## src/rtl/btn_pulse_gen.sv

```systemverilog
// btn_pulse_gen: button front end for the VGA controller FSMs (clk_16 domain).
//
// Four raw pushbuttons are each synchronised (two flops), debounced and
// edge-detected.  The resulting requests go through a pending register and a
// fixed-priority arbiter so that at most one one-cycle command pulse is
// produced per clock.  A request that loses arbitration waits in the pending
// register and is issued later, so presses are never lost.
//
// Optional feature (compile-time macro BTN_REPEAT_EN): auto-repeat for left
// and right.  A repeat request fires REPEAT_DELAY cycles after the debounced
// press, then every REPEAT_PERIOD cycles while the button stays held.  With
// the macro undefined every button yields exactly one pulse per press.
//
// Ports:
//   clk_16         in   sole clock
//   rst_n          in   asynchronous active-low reset
//   btn_en_raw     in   raw button levels, active high, asynchronous
//   btn_back_raw   in
//   btn_left_raw   in
//   btn_right_raw  in
//   en             out  one-cycle command pulses, at most one high per cycle
//   back           out
//   left           out
//   right          out
//   pressed        out  debounced levels {right, left, back, en}

module btn_pulse_gen #(
  parameter int unsigned DEBOUNCE_CYC  = 16,
  parameter int unsigned CNT_W         = 8,
  parameter int unsigned REPEAT_DELAY  = 512,
  parameter int unsigned REPEAT_PERIOD = 128
) (
  input  logic       clk_16,
  input  logic       rst_n,
  input  logic       btn_en_raw,
  input  logic       btn_back_raw,
  input  logic       btn_left_raw,
  input  logic       btn_right_raw,
  output logic       en,
  output logic       back,
  output logic       left,
  output logic       right,
  output logic [3:0] pressed
);

  localparam int unsigned NumBtn = 4;
  localparam logic [CNT_W-1:0] CntLast = CNT_W'(DEBOUNCE_CYC - 1);

  // Channel order everywhere: bit 0 en, 1 back, 2 left, 3 right.
  logic [NumBtn-1:0] raw;
  assign raw = {btn_right_raw, btn_left_raw, btn_back_raw, btn_en_raw};

  // ---------------------------------------------------------------------------
  // Two-flop synchroniser
  // ---------------------------------------------------------------------------
  logic [NumBtn-1:0] sync1_q, sync2_q;

  always_ff @(posedge clk_16 or negedge rst_n) begin
    if (!rst_n) begin
      sync1_q <= '0;
      sync2_q <= '0;
    end else begin
      sync1_q <= raw;
      sync2_q <= sync1_q;
    end
  end

  // ---------------------------------------------------------------------------
  // Debounce: the level only flips after DEBOUNCE_CYC consecutive cycles of
  // disagreement; a single agreeing cycle restarts the count.
  // ---------------------------------------------------------------------------
  logic [NumBtn-1:0][CNT_W-1:0] cnt_q, cnt_d;
  logic [NumBtn-1:0]            lvl_q, lvl_d;

  always_comb begin
    cnt_d = cnt_q;
    lvl_d = lvl_q;
    for (int i = 0; i < NumBtn; i++) begin
      if (sync2_q[i] == lvl_q[i]) begin
        cnt_d[i] = '0;
      end else if (cnt_q[i] == CntLast) begin
        lvl_d[i] = sync2_q[i];
        cnt_d[i] = '0;
      end else begin
        cnt_d[i] = cnt_q[i] + CNT_W'(1);
      end
    end
  end

  always_ff @(posedge clk_16 or negedge rst_n) begin
    if (!rst_n) begin
      cnt_q <= '0;
      lvl_q <= '0;
    end else begin
      cnt_q <= cnt_d;
      lvl_q <= lvl_d;
    end
  end

  assign pressed = lvl_q;

  // Rising edge taken from the next-state level so the pulse leaves in the
  // same edge the debounced level rises.
  logic [NumBtn-1:0] edge_req;
  assign edge_req = lvl_d & ~lvl_q;

  // ---------------------------------------------------------------------------
  // Request sources
  // ---------------------------------------------------------------------------
  logic [NumBtn-1:0] new_req;

`ifdef BTN_REPEAT_EN
  localparam int unsigned RepMax = (REPEAT_DELAY > REPEAT_PERIOD) ? REPEAT_DELAY
                                                                  : REPEAT_PERIOD;
  localparam int unsigned RepW = $clog2(RepMax + 1);
  localparam logic [RepW-1:0] DelayLast  = RepW'(REPEAT_DELAY - 1);
  localparam logic [RepW-1:0] PeriodLast = RepW'(REPEAT_PERIOD - 1);

  // Index 0 serves left (channel 2), index 1 serves right (channel 3).
  logic [1:0][RepW-1:0] rep_cnt_q, rep_cnt_d;
  logic [1:0]           rep_first_q, rep_first_d;  // still waiting for first repeat
  logic [1:0]           rep_req;

  always_comb begin
    rep_cnt_d   = rep_cnt_q;
    rep_first_d = rep_first_q;
    rep_req     = '0;
    for (int i = 0; i < 2; i++) begin
      if (!lvl_q[i+2]) begin
        rep_cnt_d[i]   = '0;
        rep_first_d[i] = 1'b1;
      end else if (rep_cnt_q[i] == (rep_first_q[i] ? DelayLast : PeriodLast)) begin
        rep_cnt_d[i]   = '0;
        rep_first_d[i] = 1'b0;
        // A release already seen by the synchroniser suppresses the repeat,
        // so no extra pulse slips out while the release is being debounced.
        rep_req[i]     = sync2_q[i+2];
      end else begin
        rep_cnt_d[i] = rep_cnt_q[i] + RepW'(1);
      end
    end
  end

  always_ff @(posedge clk_16 or negedge rst_n) begin
    if (!rst_n) begin
      rep_cnt_q   <= '0;
      rep_first_q <= 2'b11;
    end else begin
      rep_cnt_q   <= rep_cnt_d;
      rep_first_q <= rep_first_d;
    end
  end

  assign new_req = edge_req | {rep_req, 2'b00};
`else
  assign new_req = edge_req;
`endif

  // ---------------------------------------------------------------------------
  // Pending register and fixed-priority arbiter (en > back > left > right)
  // ---------------------------------------------------------------------------
  logic [NumBtn-1:0] pend_q, pend_d;
  logic [NumBtn-1:0] cand;
  logic [NumBtn-1:0] grant_q, grant_d;

  always_comb begin
    cand    = pend_q | new_req;
    grant_d = '0;
    if (cand[0]) begin
      grant_d = 4'b0001;
    end else if (cand[1]) begin
      grant_d = 4'b0010;
    end else if (cand[2]) begin
      grant_d = 4'b0100;
    end else if (cand[3]) begin
      grant_d = 4'b1000;
    end
    // A repeated request for an already pending channel merges into it.
    pend_d = cand & ~grant_d;
  end

  always_ff @(posedge clk_16 or negedge rst_n) begin
    if (!rst_n) begin
      pend_q  <= '0;
      grant_q <= '0;
    end else begin
      pend_q  <= pend_d;
      grant_q <= grant_d;
    end
  end

  assign en    = grant_q[0];
  assign back  = grant_q[1];
  assign left  = grant_q[2];
  assign right = grant_q[3];

`ifndef SYNTHESIS
  localparam bit ParamsOk = (DEBOUNCE_CYC >= 2) && (DEBOUNCE_CYC <= 255) &&
                            ((CNT_W >= 32) || ((64'd1 << CNT_W) > 64'(DEBOUNCE_CYC))) &&
                            (REPEAT_DELAY >= 1) && (REPEAT_PERIOD >= 1);

  params_ok_a: assert property (@(posedge clk_16) ParamsOk)
    else $error("btn_pulse_gen: illegal parameter set");

  grant_onehot_a: assert property (@(posedge clk_16) disable iff (!rst_n)
                                   $onehot0(grant_q))
    else $error("btn_pulse_gen: more than one command pulse");
`endif

endmodule
```

## config.mk

```make
export PLATFORM = sky130hd
export DESIGN_NAME = btn_pulse_gen
export DESIGN_NICKNAME = d
export VERILOG_FILES = /design/src/rtl/btn_pulse_gen.sv
export SDC_FILE = /design/constraint.sdc
export NUM_CORES = 1
export LEC_CHECK = 0
export CAP_MARGIN = 20
export CORE_UTILIZATION = 30
export DETAILED_ROUTE_END_ITERATION = 12
export PLACE_DENSITY = 0.45
export SETUP_SLACK_MARGIN = 0.02
export SYNTH_ARGS = -nofsm -noshare
export SYNTH_HDL_FRONTEND = slang
export SYNTH_SLANG_ARGS = --single-unit
```

## constraint.sdc

```tcl
create_clock -name clk_16 -period 3.9 [get_ports clk_16]
set_clock_uncertainty 0.1 [all_clocks]
set_input_delay 0.78 -clock clk_16 [delete_from_list [all_inputs] [get_ports clk_16]]
set_output_delay 0.78 -clock clk_16 [all_outputs]
set_load 0.005 [all_outputs]
```

==> results of run 1 <==
-- layer usage --
metal | GRT usage (%) | wire (um) | up-vias | part of all wire [%]
met1 | 16.3 | 1910 | 693 | 52
met4 | 3.64 | 38 | 0 | 1.0
li1 | - | - | 725 | -
met2 | 17.6 | 1630 | 13 | 44
met5 | 0 | 0 | - | 0
met3 | 3.05 | 114 | 5 | 3.1
-- sequential cells by signal, summed over array words and instances (netlist names) --
| signal | flops |
|---|---|
| grant_q | 4 |
| sync2_q | 4 |
| sync1_q | 4 |
| pressed | 4 |
| cnt_q | 32 |
| pend_q | 3 |
-- worst min-delay path by stage --
stage                     startpoint         end  slack (ns)  cells after the start
after floorplan           sync1_q[0]  sync2_q[0]        0.23                      0
after global placement    sync1_q[2]  sync2_q[2]        0.23                      0
after detailed placement  sync1_q[1]  sync2_q[1]        0.23                      0
after CTS                 sync1_q[2]  sync2_q[2]        0.26                      0
after global routing      sync1_q[1]  sync2_q[1]        0.27                      0
final                     sync1_q[2]  sync2_q[2]        0.26                      0
-- kinds of logic after synthesis --
logic type      after synthesis  share of synthesized area [%]
xor+xnor                     20                           8.24
mux                           1                          0.530
simple gates                 75                           18.6
compound gates               36                           9.54
buf+inv                       4                          0.706
fa+ha+maj                     4                           2.35
flops                        51                           60.0
-- cell type report --
| cell class | count | area, sq um |
|---|---|---|
| fill | 690 | 4350 |
| timing repair buffer | 14 | 133 |
| tap | 96 | 120 |
| inverter | 4 | 15.0 |
| multi-input combinational | 136 | 835 |
| sequential | 51 | 1280 |
| clock buffer | 8 | 100 |
-- cell usage after synthesis --
cell / instances / share of area [%]
or4_1: 7 / 2.5
nand2_1: 15 / 2.6
nor3b_1: 1 / 0.35
or4_4: 1 / 0.53
nor4bb_1: 1 / 0.47
nor2_1: 19 / 3.4
o21ai_0: 15 / 3.5
or4b_4: 1 / 0.65
xor2_1: 9 / 3.7
dfrtp_1: 51 / 60
inv_1: 3 / 0.53
mux2_2: 1 / 0.53
o31ai_1: 4 / 1.4
nor4_1: 3 / 0.88
and3_1: 3 / 0.88
ha_1: 4 / 2.4
or3_1: 8 / 2.4
a21oi_1: 13 / 3.1
nand3_1: 12 / 2.8
a41oi_1: 3 / 1.2
and2_1: 4 / 1.2
a31oi_1: 1 / 0.29
inv_2: 1 / 0.18
xnor2_1: 11 / 4.5
-- metrics by stage --
step	cells	hold WS (ns)	setup WS [ns]	utilization [%]
floorplan	191	0.231	2.10	-
global placement	301	0.233	2.03	34.8
detailed placement	301	0.235	2.03	34.8
CTS	309	0.261	1.72	36.3
global route	309	0.265	1.67	36.3
finish	309	0.256	1.74	36.3
-- power by group --
| part | switching, mW | internal, mW |
|---|---|---|
| Combinational | 0.0223 | 0.0162 |
| Sequential | 0.0115 | 0.543 |
| Clock | 0.168 | 0.162 |
| Total | 0.202 | 0.721 |
==> metrics.md, run 1 <==
| Metric | Value |
|---|---|
| Synth unique cells | 24 |
| Critical path peak fanout | 5 |
| Setup violation total in the final timing report | 0 |
| CTS clk-pin slew, worst paths | approximately 0.09 ns |
| VDD IR-drop max | approximately 160 uV |
| RR Startpoint | cnt_q[4] |
| Min-delay worst type | reg2reg |
| Critical path's slowest cell | clkdlybuf4s50_1 |
| Synth Register Bits | ~50 |
| Root Driver | clkbuf_8 |
| DRT iter0 DRCs | 53 |
| Pleak | 1.06 nW |
| Ant diodes | 0 |
| Clk sink count | between 50 and 60 |
| Gr usage total | ~12% |
| CP arrival | 1.28 ns |
| CTS H-tree lvls | 2 |
| Max Slew Vio Count | 0 |
| Row Count | 30 |
| Power Total | approximately 0.92 mW |
| Delay-heaviest family, CP | buffers and inverters |
| Placed Area | 2380 sq um |
| Setup TNS | 0 ns |
| CP Capture Point | pressed[2] |
| Cts hold-fix bufs | 0 |
| Antenna violations before repair | 0 |
| Synth Net Count | around 200 |
| GPL Wtd Cong | approximately 0.77 |
| Post-CTS Resized | 0 |
| Die Y | roughly 86 um |
| CP Launch Type | flip-flop |
| CTS Buf Count | 5 |
| Vias | about 1400 |
| CP max stage delay | around 0.53 ns |
| Vias in the first global route | between 1000 and 1500 |
| Die area | roughly 7400 sq um |
| Worst-path cell chain | clkdlybuf4s50_1 |
| CTS tree | built |
| Worst Tran Pin Value | between 0.8 and 0.9 ns |
| Unrepaired setup endpoints after global routing | false |
| Slew Limit Headroom | between 40 and 50% |
| Post-detail-place hpwl | approximately 2600 um |
| CP Depth | 1 |
| Mean number of vias per cell | 4.65 |
| Reg2Reg Depth | 4 |
| Routed Antenna Nets | 0 |
| Crit share post-route | 55.4% |
| Clock period minus worst slack | between 2 and 2.5 ns |
| Max-Cap Viols | 0 |
| Pwr dens | 372 nW/um^2 |
| Largest net degree at the start of global routing | 39 |
| Drt pass-1 iters | 4 |
| PortBufs | 13 |
| Syn_area_per_cell | 11.1 sq um |
| Area grow syn2layout | 16.6% |
| Final Cell Area | ~2500 sq um |
| Drt drc | 0 |
| Grt ovf | 0 |
| Commonest cells after routing, fill and taps aside | 51 x dfrtp_1, 19 x nor2_1, 15 x nand2_1, 15 x o21ai_0, 13 x a21oi_1 |
| Layout cells sized above 1 | between 6 and 7% |
| Fin nets | roughly 220 |
| CP endpoint kind | output pin |
| Setup bufs post-CTS | 0 |
| Fmax | between 0.4 and 0.5 GHz |
| Post-Syn Area | 2130 sq um |
| Reg2reg end | grant_q[1] |
| Core Region | about 7000 sq um |
| Register area share after synthesis | 60.0% |
| Synth warn | 0 |
| Leading cell type in the layout, fill and taps excluded | dfrtp_1 |
| CP Buf/Inv Count | 1 |
| Global-route wire length before repair | 6750 um |
| Critical Path Start | pressed[2] |
| Status | completed |
| Clock buffer depth | 2 |
| Critical Path RT | between 3 and 4 ns |
| Final hold violations | 0 |
| Total wire length | 3700 um |
| Die W | between 80 and 90 um |
| Wire per inst | 12.0 um |
| Initial Utilization | around 31% |
| IO Count | 14 |
| Cells after Synth | about 190 |
| Worst-Skew Late Latency | approximately 0.3 ns |
| Critical path class | reg2out |
| R2R Setup Slk | ~2 ns |
No activity file was read; power rests on OpenSTA's default activity.
==> run 2, diff against run 1 <==
--- a/config.mk
+++ b/config.mk
@@ -8,7 +8,7 @@
 export CAP_MARGIN = 20
 export CORE_UTILIZATION = 30
 export DETAILED_ROUTE_END_ITERATION = 12
-export PLACE_DENSITY = 0.45
+export PLACE_DENSITY = 0.47
 export SETUP_SLACK_MARGIN = 0.02
 export SYNTH_ARGS = -nofsm -noshare
 export SYNTH_HDL_FRONTEND = slang
==> constraint.sdc (replaced) <==
create_clock -name clk_16 -period 1.9 [get_ports clk_16]
set_clock_uncertainty 0.1 [all_clocks]
set_input_delay 0.38 -clock clk_16 [delete_from_list [all_inputs] [get_ports clk_16]]
set_output_delay 0.38 -clock clk_16 [all_outputs]
set_load 0.005 [all_outputs]
==> run 2 against run 1 <==
Routed wire length increased by 3.6%. Sequential power is 110% higher. Register-to-register slack got worse by 1.9 ns. Global-route usage up 0.22 points. Setup slack got worse by 1.7 ns. Hold slack improved by 0.0019 ns. Critical path depth increased by 3. Sequential cell count unchanged. Non-clock buffer count increased by 13. Final cell count increased by 4.2%. Via count up 2.6%. Power grew 110%. Largest cell class unchanged.
==> metrics.md, run 2 (synthesis gave the netlist of run 1 again) <==
| Metric | Value |
|---|---|
| CTS Buf Count | 5 (unchanged) |
| Clock power frac | 35.6% (-0.2 points) |
| Row Count | 30 (unchanged) |
| Switch share | 22.0% (+0.19 points) |
| Grt ovf | 0 (unchanged) |
| Global-route wire length before repair | 6890 um (+2.0%) |
| Die Y | 86.2 um (unchanged) |
| Setup TNS | 0 ns (unchanged) |
| Die W | 86.2 um (unchanged) |
| DRT iter0 DRCs | 29 (-45%) |
| Critical path peak fanout | 4 (-1) |
| Clk sink count | 51 (unchanged) |
| Pwr dens | 736 nW/um^2 (+98%) |
| Final Cell Area | 2600 sq um (+4.8%) |
| CTS clk-pin slew, worst paths | 0.09 ns (about the same) |
| CTS H-tree lvls | 2 (unchanged) |
| Largest register FFs | 32 (unchanged) |
| CP endpoint kind | flip-flop |
| Combinational Power Share | 4.9% (+0.7 points) |
| Core Region | 6830 sq um (unchanged) |
| PortBufs | 13 (unchanged) |
| Critical path class | reg2reg |
| Setup violation total in the final timing report | 0 (unchanged) |
| Max Slew Vio Count | 0 (unchanged) |
| Largest net degree at the start of global routing | 21 (-46%) |
| Clock period minus worst slack | ~1.8 ns |
| Worst-Skew Late Latency | 0.30 ns (about the same) |
| Drt drc | 0 (unchanged) |
| Critical Path Start | cnt_q[4] |
| Root Driver | clkbuf_8 |
| Max-Cap Viols | 0 (unchanged) |
| Total wire length | 3830 um (+3.6%) |
| Biggest register | cnt_q |
| Status | completed |
| Vias | 1474 (+2.6%) |
| Worst Tran Pin Value | 0.484 ns (-0.363 ns) |
| CP arrival | 1.92 ns (+0.64 ns) |
| Clock buffer depth | 2 (unchanged) |
| Min-delay worst type | reg2reg |
| Placed Area | 2480 sq um (+4.3%) |
| CP Launch Type | flip-flop |
| GPL Wtd Cong | 0.767 (+0.17%) |
| Slew Limit Headroom | 67.7% (+24 points) |
| Antenna violations before repair | 0 (unchanged) |
| Fillers | 707 (+2.5%) |
| Sequential Power Share | 59.5% (-0.6 points) |
| CTS tree | built |
| Fmax | around 0.54 GHz |
| Crit share post-route | a little over nine tenths |
| Initial Utilization | 31.1% (unchanged) |
| Vias in the first global route | 1524 (+8.0%) |
| Area grow syn2layout | 22.2% |
| Critical Path RT | 1.98 ns (-1.04 ns) |
| Fin nets | 235 (+5.9%) |
| IO Count | 14 (unchanged) |
| Pleak | 1.13 nW (+6.2%) |
| Final hold violations | 0 (unchanged) |
| Power Total | 1.91 mW (+110%) |
| Post-detail-place hpwl | 2790 um (+5.9%) |
| Drt pass-1 iters | 4 (unchanged) |
| Wire per inst | 11.9 um (-0.58%) |
| RR Startpoint | cnt_q[4] |
| Die area | 7430 sq um (unchanged) |
| Leading cell type in the layout, fill and taps excluded | dfrtp_1 |
| Cell Int Power | 1.49 mW (+110%) |
| VDD IR-drop max | 341 uV (+110%) |
| Mean number of vias per cell | 4.58 (-1.5%) |
| Gr usage total | 11.8% (+0.22 points) |
| Setup bufs post-CTS | 0 (unchanged) |
| Unrepaired setup endpoints after global routing | true |
| Switching power of the nets | 0.421 mW (+110%) |
| Worst hold start | sync1_q[0] |
| Ant diodes | 0 (unchanged) |
| Routed Antenna Nets | 0 (unchanged) |
| Layout cells sized above 1 | 11.5% (+5.4 points) |
| Commonest cells after routing, fill and taps aside | 51 x dfrtp_1, 19 x nor2_1, 15 x nand2_1, 15 x o21ai_0, 13 x a21oi_1 |
## run 2: cell types whose count changed in the layout (fill, tap and decap cells not counted), sizes merged
cell         change
buf             +12
clkbuf           -1
clkinvlp         +1
dlygate4sd3      +1
## run 2: final cells by class
type	instances	area [sq um]	share of cell area [%]
multi-input combinational	136	835	32.1
clock inverter	1	7.51	0.289
clock buffer	7	96.3	3.71
tap	96	120	4.62
sequential	51	1280	49.1
timing repair buffer	27	245	9.44
inverter	4	17.5	0.674
## run 2: power by group through the flow
| stage | logic [mW] | clock network (mW) | registers (mW) |
|---|---|---|---|
| after floorplan | 0.0407 | 0 | 1.15 |
| after global placement | 0.0970 | 0 | 1.16 |
| after detailed placement | 0.0963 | 0 | 1.16 |
| after CTS | 0.0986 | 0.718 | 1.14 |
| after global routing | 0.113 | 0.764 | 1.14 |
| final | 0.0942 | 0.681 | 1.14 |
## run 2: per-stage QoR
step                      utilization, %  setup slack, ns  hold slack (ns)  std cells
after floorplan                        -            0.102          -0.0156        191
after global placement              36.3           0.0981            0.232        313
after detailed placement            36.3           0.0500            0.235        313
after CTS                           38.0           0.0342            0.259        322
after global routing                38.0           0.0138            0.266        322
final                               38.0           0.0617            0.258        322
## run 2: final timing paths
path | to | slack (ns) | cells past startpoint
worst min register to register | sync2_q[0] | 0.26 | 0
worst max register to register | grant_q[2] | 0.06 | 4
worst min-delay path | sync2_q[0] | 0.26 | 0
worst max-delay path | grant_q[2] | 0.06 | 4
min in group asynchronous | cnt_q[25] | 0.47 | 2
max in group asynchronous | pressed[1] | 0.67 | 3
## run 2: what timing repair did
action | CTS | global route
endpoints found under the hold margin | 18 | 0
resized for setup | 0 | 1
setup endpoints to repair | 0 | 2
hold buffers | 1 | 0
## run 2: per-layer routing
| metal | track usage (%) | vias up | wire [um] |
|---|---|---|---|
| met5 | 0 | - | 0 |
| met4 | 4.55 | 0 | 57 |
| met3 | 2.95 | 5 | 117 |
| met2 | 18.4 | 12 | 1720 |
| met1 | 15.9 | 708 | 1940 |
| li1 | - | 749 | - |
## run 2: critical path, cell delays in order, from the launching register on
cell,delay [ns]
dfrtp_1,0.40
or4_4,0.54
or4b_4,0.54
inv_4,0.09
nor3b_1,0.05
